File: config.mk
export PLATFORM = sky130hd
export DESIGN_NAME = pipeline_hazard_ctrl
export DESIGN_NICKNAME = d
export VERILOG_FILES = /design/src/rtl/pipeline_hazard_ctrl.sv
export SDC_FILE = /design/constraint.sdc
export NUM_CORES = 1
export LEC_CHECK = 0
export ABC_AREA = 1
export BUFFER_PORTS_ARGS = -buffer_cell sky130_fd_sc_hd__buf_2
export CAP_MARGIN = 20
export CORE_AREA = 2 2 56 111
export CTS_BUF_LIST = sky130_fd_sc_hd__clkbuf_4 sky130_fd_sc_hd__clkbuf_8
export CTS_CLUSTER_SIZE = 30
export DETAILED_ROUTE_END_ITERATION = 16
export DIE_AREA = 0 0 58 113
export GPL_TIMING_DRIVEN = 1
export PLACE_DENSITY = 0.7
export SETUP_SLACK_MARGIN = 0.1
export SYNTH_ARGS = -nofsm -noshare
export SYNTH_HDL_FRONTEND = slang
export SYNTH_SLANG_ARGS = --single-unit
File: constraint.sdc
create_clock -name clk -period 1.5 [get_ports clk]
set_input_delay 0.3 -clock clk [delete_from_list [all_inputs] [get_ports clk]]
set_output_delay 0.3 -clock clk [all_outputs]
set_load 0.1 [all_outputs]
File: src/rtl/pipeline_hazard_ctrl.sv
// pipeline_hazard_ctrl: merges load-use, branch flush and dmem wait into per-stage pipeline controls
module pipeline_hazard_ctrl #(
  parameter int ZERO_REG       = 31,
  parameter int TIMEOUT_CYCLES = 64,
  parameter int CNT_W          = 16
) (
  input  logic             clk,
  input  logic             reset,
  input  logic [4:0]       ifid_rn,
  input  logic [4:0]       ifid_rm,
  input  logic [4:0]       idex_rd,
  input  logic             idex_memread,
  input  logic             branch_taken,
  input  logic             dmem_busy,
  output logic             pc_we,
  output logic             ifid_we,
  output logic             idex_bubble,
  output logic             ifid_flush,
  output logic             idex_flush,
  output logic             exmem_flush,
  output logic             freeze,
  output logic             mem_timeout,
  output logic [CNT_W-1:0] stall_cnt,
  output logic [CNT_W-1:0] flush_cnt
);
  localparam int WW = TIMEOUT_CYCLES > 2 ? $clog2(TIMEOUT_CYCLES) : 1;
  localparam logic [4:0] ZR = 5'(ZERO_REG);
  typedef enum logic [1:0] {RUN, MEM_WAIT, TIMEOUT} state_t;
  state_t state, next_state;
  logic [WW-1:0] wait_cnt;
  logic lu, eval, hold, take, stall;
  assign lu = idex_memread & (idex_rd != ZR) & (idex_rd == ifid_rn | idex_rd == ifid_rm);
  // a non-busy cycle in RUN or MEM_WAIT is evaluated with full RUN priority
  assign eval = ~reset & (state != TIMEOUT) & ~dmem_busy;
  always_ff @(posedge clk) begin
    if (reset) begin
      state     <= RUN;
      wait_cnt  <= '0;
      stall_cnt <= '0;
      flush_cnt <= '0;
    end else begin
      state <= next_state;
      if (dmem_busy && state == RUN) wait_cnt <= WW'(1);
      else if (dmem_busy && state == MEM_WAIT) wait_cnt <= wait_cnt + WW'(1);
      else if (state != TIMEOUT) wait_cnt <= '0;
      if (stall && !(&stall_cnt)) stall_cnt <= stall_cnt + CNT_W'(1);
      if (take && !(&flush_cnt)) flush_cnt <= flush_cnt + CNT_W'(1);
    end
  end
  always_comb begin
    next_state = reset ? RUN :
                 state == TIMEOUT ? TIMEOUT :
                 !dmem_busy ? RUN :
                 (state == MEM_WAIT && wait_cnt == WW'(TIMEOUT_CYCLES - 1)) ? TIMEOUT : MEM_WAIT;
  end
  always_comb begin
    hold        = ~reset & (state == TIMEOUT | dmem_busy);
    take        = eval & branch_taken;
    stall       = eval & ~branch_taken & lu;
    pc_we       = ~reset & ~hold & ~stall;
    ifid_we     = ~reset & ~hold & ~stall;
    idex_bubble = reset | stall;
    ifid_flush  = reset | take;
    idex_flush  = reset | take;
    exmem_flush = reset | take;
    freeze      = hold;
    mem_timeout = ~reset & (state == TIMEOUT);
  end
endmodule

==> run_results.csv <==
group,metric,value,unit
status,run_status,"complete, but fails checks",
status,violations,"negative setup slack",
power,leakage,1.84,nW
placed_design,postPlaceCellArea,3460,um^2
sta,rsz0062_at_grt,"yes",
yosys,synth_async_sr_flop_share,0,
yosys,synth_area,2490,um^2
sta,max_freq,0.583,GHz
detailed_routing,number_of_iterations_in_the_first_detailed_routing_pass,4,
yosys,synthTopCellsByCount,"sky130_fd_sc_hd__nand2_1 (88), sky130_fd_sc_hd__nor2_1 (64), sky130_fd_sc_hd__inv_1 (57)",
sta,period_minus_slack,1710,ps
worst_setup_path,cp_data_required_time,1200,ps
global_route,largest_net_degree_at_the_start_of_global_routing,12,
sta,tcrit_tclk_final,1.14,
detailed_routing,remaining_drc_errors,0,
finish,antenna_cells_inserted,0,
yosys,main_combinational_cell_family_by_area_after_synthesis,"simple AND/OR/NAND/NOR gates",
worst_setup_path,critical-path-slowest-cell,"sky130_fd_sc_hd__dfxtp_2",
clock_network,tritoncts,"done",
worst_setup_path,worst_setup_path_startpoint,"state[0]",
yosys,synth-edff-count,0,
detailed_routing,via_per_inst,5.11,
worst_hold_path,hold_path.class,"in2reg",
finish,layout-drive-gt1-share,0.452,
clock_network,cts-htree-levels,2,
job,maxCapViolations,0,
global_route,grt_overflow,0,
worst_setup_path,crit_type,"reg2out",
yosys,post_synthesis_share_of_cell_area_spent_on_full_adders_half_adders_and_majority_gates,0.0151,
sta,worst_pin_slew,481,ps
placed_design,gp_routability_congestion,0.867,
yosys,synth-seq-cells,40,
clock_network,cts_buffer_depth,2,
clock_network,buffer_cell_driving_the_clock_tree_root,"sky130_fd_sc_hd__clkbuf_8",
worst_setup_path,crit_path_max_fanout,3,
floorplanning,die_width,58,um
detailed_routing,routed-via-count,2855,
yosys,synthMostInstantiatedCell,"sky130_fd_sc_hd__nand2_1",
detailed_routing,routed_wl,7090,um
yosys,synth_area_leaders,"sky130_fd_sc_hd__dfxtp_1 (32%), sky130_fd_sc_hd__nand2_1 (13%), sky130_fd_sc_hd__nor2_1 (9.6%)",
clock_network,cts_hold_buffers,0,
worst_setup_path,max_stage_delay,340,ps
floorplanning,placementRows,39,
floorplanning,floorplan.die.height,113,um
worst_setup_path,timing.critical_path.arrival,1410,ps
yosys,synth_sequential_area_ratio,0.322,
yosys,synth_compound_area_frac,0.110,
sta,fin_worst_skew,6.65,ps
worst_hold_path,hold_path_startpoint,"reset",
yosys,yosysUniqueCellTypes,35,
yosys,synth.avg_cell_area,6.40,um^2
floorplanning,die_area,6550,um^2
floorplanning,initial_core_util,0.440,
global_route,initial_antenna_violation_count,0,
yosys,synthFlopType,"sky130_fd_sc_hd__dfxtp_1",
yosys,multiplexer_share_of_the_synthesized_area,0,
worst_setup_path,worst_setup_path_start_kind,"register",
power,power.ir.vdd_worst,0.000641,V
power,power_per_cell_area,552,nW/um^2
yosys,synthDominantAreaCellType,"sky130_fd_sc_hd__dfxtp_1",
detailed_routing,drt.antenna.violating_nets,0,
clock_network,cts_num_sinks,40,
yosys,post_synth_and_or_nand_nor_area_fraction,0.402,
floorplanning,floorplan.io_pins,60,
worst_setup_path,timing.critical_path.cells,"inv_2, nand2_4, nand2_4, nor3_4, nand2_2, inv_2, nor2_4, buf_12",
clock_network,clk_pin_slew,80,ps
placed_design,detailed_place_hpwl,5270,um
worst_setup_path,worst-r2r-setup-slack,-80,ps
worst_setup_path,setup.worst_path.end_class,"output port",
sta,slew-limit-headroom,0.681,
floorplanning,coreArea,5660,um^2
sta,holdWs,385,ps
clock_network,clock_latency,310,ps
placed_design,port_buffers,59,
sta,setup_violations,17,
finish,area_delta_synth_final,59.5,%
finish,nets,520,
yosys,synthesis.nets,412,
sta,finalSetupTns,-1740,ps
yosys,synth_top_area_share,0.322,
detailed_routing,post_drt_wl_per_cell,12.7,um
clock_network,numCtsBuffers,5,
worst_setup_path,regToRegStartpoint,"stall_cnt[0]",
detailed_routing,drtIter0Drc,70,
yosys,synth_cells,389,
yosys,synth-xor-area-share,0.0141,
yosys,yosys_warnings,0,
placed_design,pre_cts_slack,-132,ps
sta,worst_slack,-215,ps
sta,finalHoldViolCount,0,
finish,finish.instance_area,3970,um^2
global_route,grtUsageTotal,0.232,
global_route,grt_pass1_vias,2872,
global_route,grt_first_pass_wirelength,12000,um
sta,slew_viol_final,0,
-- critical path: cells and delay by family (launching register included) --
kind / cells / cell delay [ps]
buf+inv: 3 / 300
flops: 1 / 340
simple gates: 5 / 480
-- routing by layer --
| layer | track usage | vias to the layer above | part of all wire |
|---|---|---|---|
| met5 | 0 | - | 0 |
| met4 | 0.133 | 0 | 0.039 |
| met3 | 0.0366 | 19 | 0.030 |
| met2 | 0.436 | 62 | 0.58 |
| met1 | 0.226 | 1334 | 0.35 |
| li1 | - | 1440 | - |
-- where the power goes --
| group | internal, mW | leakage [nW] | switching (mW) |
|---|---|---|---|
| Combinational | 0.174 | 1.44 | 0.249 |
| Clock | 0.360 | 0.0467 | 0.388 |
| Sequential | 1.01 | 0.349 | 0.00784 |
-- flip-flops by register name, summed over array words and instances, names as in the netlist --
register   cells
wait_cnt       6
flush_cnt     16
state          2
stall_cnt     16
-- per-stage QoR --
stage	cells	power (mW)	util
floorplan	389	1.28	-
CTS	550	2.19	0.667
finish	559	2.19	0.702
global route	559	2.29	0.702
global placement	530	1.42	0.611
detailed placement	530	1.43	0.611
-- placed cells by master (no fill, tap or decap), drive strengths merged --
| cell type | synthesis | routed |
|---|---|---|
| o21bai | 8 | 8 |
| buf | 9 | 100 |
| nand4 | 15 | 16 |
| a22oi | 2 | 2 |
| nand3 | 22 | 22 |
| dfxtp | 40 | 40 |
| xnor2 | 2 | 2 |
| ha | 3 | 3 |
| a21oi | 13 | 13 |
| o21ai | 18 | 18 |
| clkinv | 1 | 3 |
| o21a | 2 | 2 |
| nor3 | 13 | 13 |
| xor2 | 2 | 2 |
| clkbuf | 2 | 18 |
| a211oi | 1 | 1 |
| a221oi | 2 | 2 |
| nor2 | 67 | 67 |
| inv | 69 | 68 |
| and3 | 1 | 1 |
| nand2 | 97 | 97 |
-- final timing paths --
check / to / depth (start not counted)
worst max-delay path: ifid_we / 8
worst min register to register: wait_cnt[3] / 2
worst min-delay path: flush_cnt[8] / 3
worst max register to register: stall_cnt[8] / 11
-- logic make-up after synthesis --
kind of cell	count (synthesis)
simple gates	215
compound gates	46
fa+ha+maj	3
xor+xnor	4
flops	40
buf+inv	81
-- layout make-up --
cell class | instances | area, um^2
Multi-Input combinational cell | 269 | 1640
Fill cell | 471 | 1690
Inverter | 70 | 275
Sequential cell | 40 | 923
Tap cell | 61 | 76.3
Timing Repair Buffer | 111 | 965
Clock buffer | 7 | 83.8
Clock inverter | 1 | 3.75
-- timing repair --
action | in CTS | in global routing
cloned | 2 | 0
gates resized for setup | 42 | 40
setup endpoints to repair | 56 | 54
pin swaps | 21 | 26
buffers inserted | 10 | 11
(Power assumes the default switching activity.)
